**src/rtl/alu_pkg.sv**
```systemverilog
// rtl/alu_pkg.sv - shared opcodes, FSM state type and compare codes for alu_seq
//
// Purpose: single source for the ALU opcode map, the sequencer state enum and
// the values written to the result bus by the compare operations.
// Ports: none (package).

package alu_pkg;

   // Arithmetic class
   localparam logic [3:0] ALU_ADD    = 4'b0000;
   localparam logic [3:0] ALU_SUB    = 4'b0001;
   localparam logic [3:0] ALU_MUL    = 4'b0010;
   localparam logic [3:0] ALU_DIV    = 4'b0011;
   // Logic class
   localparam logic [3:0] ALU_AND    = 4'b0100;
   localparam logic [3:0] ALU_OR     = 4'b0101;
   localparam logic [3:0] ALU_NAND   = 4'b0110;
   localparam logic [3:0] ALU_NOR    = 4'b0111;
   localparam logic [3:0] ALU_XOR    = 4'b1000;
   localparam logic [3:0] ALU_XNOR   = 4'b1001;
   // Compare class
   localparam logic [3:0] ALU_CMP_EQ = 4'b1010;
   localparam logic [3:0] ALU_CMP_GT = 4'b1011;
   localparam logic [3:0] ALU_CMP_LT = 4'b1100;
   // Shift class
   localparam logic [3:0] ALU_SRL    = 4'b1101;
   localparam logic [3:0] ALU_SLL    = 4'b1110;
   // No operation: result 0, no flags
   localparam logic [3:0] ALU_NOP    = 4'b1111;

   // Values placed on the result bus when a compare holds (0 otherwise)
   localparam int CMP_EQ_RES = 1;
   localparam int CMP_GT_RES = 2;
   localparam int CMP_LT_RES = 3;

   typedef enum logic {
      ST_IDLE = 1'b0,
      ST_DIV  = 1'b1
   } alu_state_t;

endpackage

```
**src/rtl/alu_divider.sv**
```systemverilog
// rtl/alu_divider.sv - iterative restoring divider, one quotient bit per clock
//
// Purpose: unsigned WIDTH/WIDTH division. The first step is taken on the start
// edge itself, the remaining WIDTH-1 on the following edges; o_done is high for
// one cycle once all WIDTH quotient bits are in o_quotient.
// Ports:
//   i_clk, i_rst          clock, synchronous active-high reset (aborts)
//   i_start               begin a division (ignored while busy)
//   i_dividend, i_divisor operands sampled on the start edge (divisor != 0)
//   o_busy                division in progress
//   o_done                quotient valid this cycle
//   o_quotient            quotient register

module alu_divider #(
   parameter int WIDTH = 16
) (
   input  logic             i_clk,
   input  logic             i_rst,
   input  logic             i_start,
   input  logic [WIDTH-1:0] i_dividend,
   input  logic [WIDTH-1:0] i_divisor,
   output logic             o_busy,
   output logic             o_done,
   output logic [WIDTH-1:0] o_quotient
);

   localparam int CW = $clog2(WIDTH);

   logic           r_busy;
   logic [CW-1:0]  r_cnt;
   logic [WIDTH-1:0] r_quot;
   logic [WIDTH-1:0] r_rem;
   logic [WIDTH-1:0] r_div;

   logic [WIDTH-1:0] w_rem_in;
   logic [WIDTH-1:0] w_q_in;
   logic [WIDTH-1:0] w_div_in;
   logic [WIDTH:0]   w_shift;
   logic [WIDTH:0]   w_trial;
   logic             w_fits;
   logic [WIDTH-1:0] w_rem_next;
   logic [WIDTH-1:0] w_q_next;

   // On the start edge the step operates on the fresh operands so that the
   // quotient is complete one edge earlier than a load-then-iterate scheme.
   assign w_rem_in = r_busy ? r_rem  : '0;
   assign w_q_in   = r_busy ? r_quot : i_dividend;
   assign w_div_in = r_busy ? r_div  : i_divisor;

   // Remainder is always below the divisor, so after the shift it needs one
   // extra bit; the trial subtraction's top bit is the borrow.
   assign w_shift    = {w_rem_in, w_q_in[WIDTH-1]};
   assign w_trial    = w_shift - {1'b0, w_div_in};
   assign w_fits     = ~w_trial[WIDTH];
   assign w_rem_next = w_fits ? w_trial[WIDTH-1:0] : w_shift[WIDTH-1:0];
   assign w_q_next   = {w_q_in[WIDTH-2:0], w_fits};

   always_ff @(posedge i_clk) begin
      if (i_rst) begin
         r_busy <= 1'b0;
         r_cnt  <= '0;
         r_quot <= '0;
         r_rem  <= '0;
         r_div  <= '0;
      end else if (r_busy) begin
         if (r_cnt == '0) begin
            r_busy <= 1'b0;
         end else begin
            r_quot <= w_q_next;
            r_rem  <= w_rem_next;
            r_cnt  <= r_cnt - 1'b1;
         end
      end else if (i_start) begin
         r_quot <= w_q_next;
         r_rem  <= w_rem_next;
         r_div  <= i_divisor;
         r_cnt  <= CW'(WIDTH - 1);
         r_busy <= 1'b1;
      end
   end

   assign o_busy     = r_busy;
   assign o_done     = r_busy && (r_cnt == '0);
   assign o_quotient = r_quot;

endmodule

```
**src/rtl/alu_seq.sv**
```systemverilog
// rtl/alu_seq.sv - handshaked ALU with registered result, flags and iterative divide
//
// Purpose: accepts one operation per IN_VALID/IN_READY transfer. Single-cycle
// ops and divide-by-zero register their result on the transfer edge; a real
// divide runs alu_divider for WIDTH steps while IN_READY is low.
// Optional macro: ALU_BARREL_SHIFT_EN - shifts move A by B[$clog2(WIDTH)-1:0]
// positions instead of exactly one.
// Ports:
//   CLK, RST                 clock, synchronous active-high reset
//   IN_VALID, IN_READY       operation handshake
//   A, B, ALU_FUN            unsigned operands, opcode
//   OUT_VALID                one-cycle pulse: result/flags updated
//   ALU_OUT                  result, held between OUT_VALID pulses
//   Arith/Logic/CMP/Shift_flag  class of last result (one-hot or zero)
//   Carry_flag               add carry-out / subtract borrow
//   Div_err                  last result was a divide by zero

module alu_seq
   import alu_pkg::*;
#(
   parameter int WIDTH = 16
) (
   input  logic             CLK,
   input  logic             RST,
   input  logic             IN_VALID,
   output logic             IN_READY,
   input  logic [WIDTH-1:0] A,
   input  logic [WIDTH-1:0] B,
   input  logic [3:0]       ALU_FUN,
   output logic             OUT_VALID,
   output logic [WIDTH-1:0] ALU_OUT,
   output logic             Arith_flag,
   output logic             Logic_flag,
   output logic             CMP_flag,
   output logic             Shift_flag,
   output logic             Carry_flag,
   output logic             Div_err
);

   alu_state_t r_state;
   alu_state_t w_next_state;

   logic             w_accept;
   logic             w_div_start;
   logic             w_load_single;
   logic             w_load_div;
   logic             w_div_busy;
   logic             w_div_done;
   logic [WIDTH-1:0] w_quotient;

   logic [WIDTH:0]   w_sum;
   logic [WIDTH:0]   w_diff;
   logic [WIDTH-1:0] w_mul;
   logic [WIDTH-1:0] w_srl;
   logic [WIDTH-1:0] w_sll;

   logic [WIDTH-1:0] w_res;
   logic             w_arith, w_logic, w_cmp, w_shift, w_carry, w_err;

   assign w_accept    = IN_VALID && IN_READY;
   assign w_div_start = w_accept && (ALU_FUN == ALU_DIV) && (B != '0) && !w_div_busy;

   // ---------------- FSM: state register ----------------
   always_ff @(posedge CLK) begin
      if (RST) r_state <= ST_IDLE;
      else     r_state <= w_next_state;
   end

   // ---------------- FSM: next state ----------------
   always_comb begin
      w_next_state = r_state;
      case (r_state)
         ST_IDLE: if (w_div_start) w_next_state = ST_DIV;
         ST_DIV:  if (w_div_done)  w_next_state = ST_IDLE;
         default: w_next_state = ST_IDLE;
      endcase
   end

   // ---------------- FSM: outputs ----------------
   always_comb begin
      IN_READY      = (r_state == ST_IDLE);
      w_load_single = w_accept && !w_div_start;
      w_load_div    = (r_state == ST_DIV) && w_div_done;
   end

   alu_divider #(.WIDTH(WIDTH)) u_div (
      .i_clk      (CLK),
      .i_rst      (RST),
      .i_start    (w_div_start),
      .i_dividend (A),
      .i_divisor  (B),
      .o_busy     (w_div_busy),
      .o_done     (w_div_done),
      .o_quotient (w_quotient)
   );

   // ---------------- single-cycle datapath ----------------
   assign w_sum  = {1'b0, A} + {1'b0, B};
   assign w_diff = {1'b0, A} - {1'b0, B};   // top bit set means A < B
   assign w_mul  = A * B;

`ifdef ALU_BARREL_SHIFT_EN
   localparam int SHW = $clog2(WIDTH);
   logic [SHW-1:0] w_shamt;
   assign w_shamt = B[SHW-1:0];
   assign w_srl   = A >> w_shamt;
   assign w_sll   = A << w_shamt;
`else
   assign w_srl   = A >> 1;
   assign w_sll   = A << 1;
`endif

   always_comb begin
      w_res   = '0;
      w_arith = 1'b0;
      w_logic = 1'b0;
      w_cmp   = 1'b0;
      w_shift = 1'b0;
      w_carry = 1'b0;
      w_err   = 1'b0;
      case (ALU_FUN)
         ALU_ADD:    begin w_res = w_sum[WIDTH-1:0];  w_carry = w_sum[WIDTH];  w_arith = 1'b1; end
         ALU_SUB:    begin w_res = w_diff[WIDTH-1:0]; w_carry = w_diff[WIDTH]; w_arith = 1'b1; end
         ALU_MUL:    begin w_res = w_mul; w_arith = 1'b1; end
         // Only reaches the result register when B is zero
         ALU_DIV:    begin w_res = '1; w_arith = 1'b1; w_err = 1'b1; end
         ALU_AND:    begin w_res = A & B;    w_logic = 1'b1; end
         ALU_OR:     begin w_res = A | B;    w_logic = 1'b1; end
         ALU_NAND:   begin w_res = ~(A & B); w_logic = 1'b1; end
         ALU_NOR:    begin w_res = ~(A | B); w_logic = 1'b1; end
         ALU_XOR:    begin w_res = A ^ B;    w_logic = 1'b1; end
         ALU_XNOR:   begin w_res = ~(A ^ B); w_logic = 1'b1; end
         ALU_CMP_EQ: begin w_res = (A == B) ? WIDTH'(CMP_EQ_RES) : '0; w_cmp = 1'b1; end
         ALU_CMP_GT: begin w_res = (A > B)  ? WIDTH'(CMP_GT_RES) : '0; w_cmp = 1'b1; end
         ALU_CMP_LT: begin w_res = (A < B)  ? WIDTH'(CMP_LT_RES) : '0; w_cmp = 1'b1; end
         ALU_SRL:    begin w_res = w_srl; w_shift = 1'b1; end
         ALU_SLL:    begin w_res = w_sll; w_shift = 1'b1; end
         default:    ;   // ALU_NOP: zero result, no flags
      endcase
   end

   // ---------------- result register ----------------
   always_ff @(posedge CLK) begin
      if (RST) begin
         OUT_VALID  <= 1'b0;
         ALU_OUT    <= '0;
         Arith_flag <= 1'b0;
         Logic_flag <= 1'b0;
         CMP_flag   <= 1'b0;
         Shift_flag <= 1'b0;
         Carry_flag <= 1'b0;
         Div_err    <= 1'b0;
      end else begin
         OUT_VALID <= 1'b0;
         if (w_load_single) begin
            OUT_VALID  <= 1'b1;
            ALU_OUT    <= w_res;
            Arith_flag <= w_arith;
            Logic_flag <= w_logic;
            CMP_flag   <= w_cmp;
            Shift_flag <= w_shift;
            Carry_flag <= w_carry;
            Div_err    <= w_err;
         end else if (w_load_div) begin
            OUT_VALID  <= 1'b1;
            ALU_OUT    <= w_quotient;
            Arith_flag <= 1'b1;
            Logic_flag <= 1'b0;
            CMP_flag   <= 1'b0;
            Shift_flag <= 1'b0;
            Carry_flag <= 1'b0;
            Div_err    <= 1'b0;
         end
      end
   end

endmodule

```
**config.mk**
```make
export PLATFORM = sky130hd
export DESIGN_NAME = alu_seq
export DESIGN_NICKNAME = d
export VERILOG_FILES = /design/src/rtl/alu_pkg.sv /design/src/rtl/alu_divider.sv /design/src/rtl/alu_seq.sv
export SDC_FILE = /design/constraint.sdc
export NUM_CORES = 1
export LEC_CHECK = 0
export BUFFER_PORTS_ARGS = -buffer_cell sky130_fd_sc_hd__buf_2
export CORE_UTILIZATION = 58
export DETAILED_ROUTE_END_ITERATION = 7
export GPL_ROUTABILITY_DRIVEN = 0
export PLACE_DENSITY = 0.75
export SLEW_MARGIN = 0
export SYNTH_ARGS = -nofsm -noshare
export SYNTH_HDL_FRONTEND = slang
export SYNTH_SLANG_ARGS = --single-unit
```
**constraint.sdc**
```tcl
create_clock -name CLK -period 6.4 [get_ports CLK]
set_clock_uncertainty 0.15 [all_clocks]
set_input_delay 1.28 -clock CLK [delete_from_list [all_inputs] [get_ports CLK]]
set_output_delay 1.28 -clock CLK [all_outputs]
set_load 0.01 [all_outputs]
```
==> metrics.txt <==
fin cells 1853; first-pass GRT wire length about 61 mm; Startpoint Class input pin; crit path DAT 6.31 ns; Worst Hold Class reg2reg; Avg Vias per Cell 6.35; Core ar. roughly 19000 µm²; final wirelength between 30 and 40 mm; Synth Warn # 0; All-Layer GR Usage 0.394; via count approximately 12000; HPWL Detailed approximately 30 mm; Max-slew headroom 0.169; Top delay family on crit path adder cells; Initial Util 0.601; Clk Latency, worst-skew pair ~0.35 ns; Num CTS Buffers 9; Final ANT Viol Nets 0; initial antenna violation count 3; die footprint just over 20000 µm²; CP Class in2reg; worst r2r path cells 11; Die X-Extent about 140 µm; port buffer count 62; R2R setup slack 2.08 ns; final instance area between 10000 and 15000 µm²; outcome complete, no violations; EDFF count, synth 0; count of final hold-check violations 0; drt pass-1 iters 7; Setup Viol. Count Final 0; most frequent CP cell fa_1; DRT iter0 DRCs 1615; fin util 0.680; placed cells 1834; top cells by area, synth fa_1, dfxtp_1, ha_1; CTS tree yes; wire length per cell between 20 and 25 µm; H-tree level count 3; hold depth 2; worst path bufs/invs 6; post-route setup TNS 0 ns; RSZ-0062 raised after global routing true; post-layout minimum cycle time 6.27 ns; CP cell instances buf_2, buf_12, nand2_1, fa_1, fa_1, inv_1, fa_1, fa_1, fa_1, inv_1, fa_1, inv_1, ha_1, mux2i_1, buf_4, o22ai_1, a22oi_1, nand3_1, a211oi_1, a211oi_1; Design Power 3.78 mW; Clock Path Buffers 2; pre-CTS setup slack -0.212 ns; maxcap violations 0; Worst-Margin Slew between 1 and 1.5 ns; worst setup margin approximately 0.13 ns; # IOs 63; Cell Area, Placed about 13000 µm²; Site Rows 50; async set or reset register ratio after synthesis 0; # nets final ~1800; crit-path max cell delay between 0.5 and 0.6 ns; fmax between 0.15 and 0.2 GHz; largest net degree at the start of global routing 74; Critical Path Fanout Max 5; drt drc 0; Layout area overhead 13.2%; Seq/Total Area, Yosys 0.135; Reg clk slew, reported paths about 0.070 ns; VDD IR max roughly 0.33 mV; Primary FF master, synth dfxtp_1; CTS sink count just under 80; area of the mapped netlist 11400 µm²; crit share post-route 0.980; worst hold margin 0.295 ns; area share of the leading cell type in the synthesized netlist 0.144; Overflow after GRT 0; CP Data Required Time ~6.4 ns; CP Capture Type flip-flop; share of layout cells above drive strength 1 0.145; CTS root buffer clkbuf_16; Pleak about 5.8 nW; power density cells ~290 nW/µm²; Synth cell types between 80 and 90; Crit-path slowest cell fa_1; Yosys top cell by area fa_1; vias in the first global route about 11000; Pins Over Slew Limit 0; Die Span Y between 100 and 150 µm; Cells after Synth 1493; Worst path depth 20; syn_nets approximately 1700; syn_area_per_cell 7.66 µm²; #FFs+latches synth 77
layer usage:
| metal | global-route usage | share of wire | vias up |
|---|---|---|---|
| met1 | 0.520 | 0.40 | 5475 |
| li1 | - | - | 5338 |
| met4 | 0.182 | 0.052 | 0 |
| met3 | 0.117 | 0.12 | 175 |
| met2 | 0.588 | 0.43 | 779 |
| met5 | 0 | 0 | - |
cell type report:
cell class | instances | area (µm²)
multi-input combinational | 1154 | 8900
fill | 1723 | 6080
sequential | 77 | 1540
timing repair buffer | 173 | 1170
inverter | 171 | 658
tap | 260 | 325
clock buffer | 9 | 225
clock inverter | 7 | 105
antenna | 2 | 5.00
power by group:
part	switching [mW]	internal, mW
combinational	1.44	1.25
clock	0.230	0.349
sequential	0.0149	0.497
total	1.69	2.10
logic make-up after synthesis:
| group | after synthesis | synth area share |
|---|---|---|
| compound gates | 362 | 0.224 |
| xor+xnor | 62 | 0.0487 |
| fa+ha+maj | 199 | 0.272 |
| buf+inv | 262 | 0.0900 |
| flops | 77 | 0.135 |
| mux | 45 | 0.0395 |
| simple gates | 486 | 0.192 |
flip-flops by register name, summed over array words and instances, names as in the netlist, 4 cells and up:
name and count:
ALU_OUT 16, u_div.o_quotient 16, u_div.r_div 16, u_div.r_rem 16, u_div.r_cnt 4
Yosys cell counts, drive strengths merged, types with 15 or more instances:
| cell type | count |
|---|---|
| nand3 | 40 |
| mux2i | 44 |
| xnor2 | 48 |
| ha | 117 |
| nor2 | 171 |
| o22ai | 15 |
| a21oi | 90 |
| a211oi | 40 |
| buf | 32 |
| nor3 | 21 |
| fa | 82 |
| and2 | 18 |
| nand2b | 20 |
| o21ai | 60 |
| clkbuf | 59 |
| dfxtp | 77 |
| nand2 | 157 |
| inv | 164 |
worst reg2reg max path, cell delays in order (launching register included):
cell and delay, ns:
dfxtp_2 0.77, buf_4 0.51, nand2_1 0.16, fa_1 0.42
nor2b_1 0.17, o31a_1 0.21, o2111ai_1 0.15, a21o_1 0.20
a221o_1 0.31, nand3_1 0.70, mux2i_1 0.32, a211oi_1 0.11
layout by cell type, fill, tap and decap left out, types with 5 or more instances in the layout:
cell        Yosys  routed
and3_1          6       6
a21oi_1        87      85
buf_2          21      62
dfxtp_1        77      76
o31a_1          5       5
nand2b_1       20      20
a31oi_1         8       7
o22ai_1        15      15
a32oi_1        10      10
ha_1          117     117
nor2b_1        14      14
fa_1           82      82
nand4_1         8       8
a211oi_1       39      38
clkinvlp_4      0       5
a21o_1         12      12
o21bai_1        6       6
buf_4           3     109
inv_1         164     161
xnor2_1        48      48
nand2_1       156     155
a22oi_1        14      14
a221o_1        10      10
and2_1         18      18
o211ai_1       11      11
o221ai_1       10      10
mux2i_1        44      44
nor2_1        170     167
a221oi_1       10      10
nor4_1         11      11
o21ai_0        54      54
nand3_1        39      39
clkbuf_16       0       9
or3_1           7       7
xor2_1         13      13
nor3_1         21      21
o21a_1          6       6
what timing repair did:
item / 4_1_cts / 5_1_grt
setup endpoints to repair: 0 / 5
endpoints found under the hold margin: 0 / 0
hold buffers: 0 / 0
gates resized for setup: 0 / 16
setup buffers: 0 / 1
path summary, 6_finish.rpt:
path | endpoint | from
worst max register to register | u_div.r_rem[7] | u_div.o_busy
worst min register to register | Shift_flag | Shift_flag
worst min-delay path | Shift_flag | Shift_flag
worst max-delay path | ALU_OUT[13] | B[1]
(Power assumes the default switching activity.)
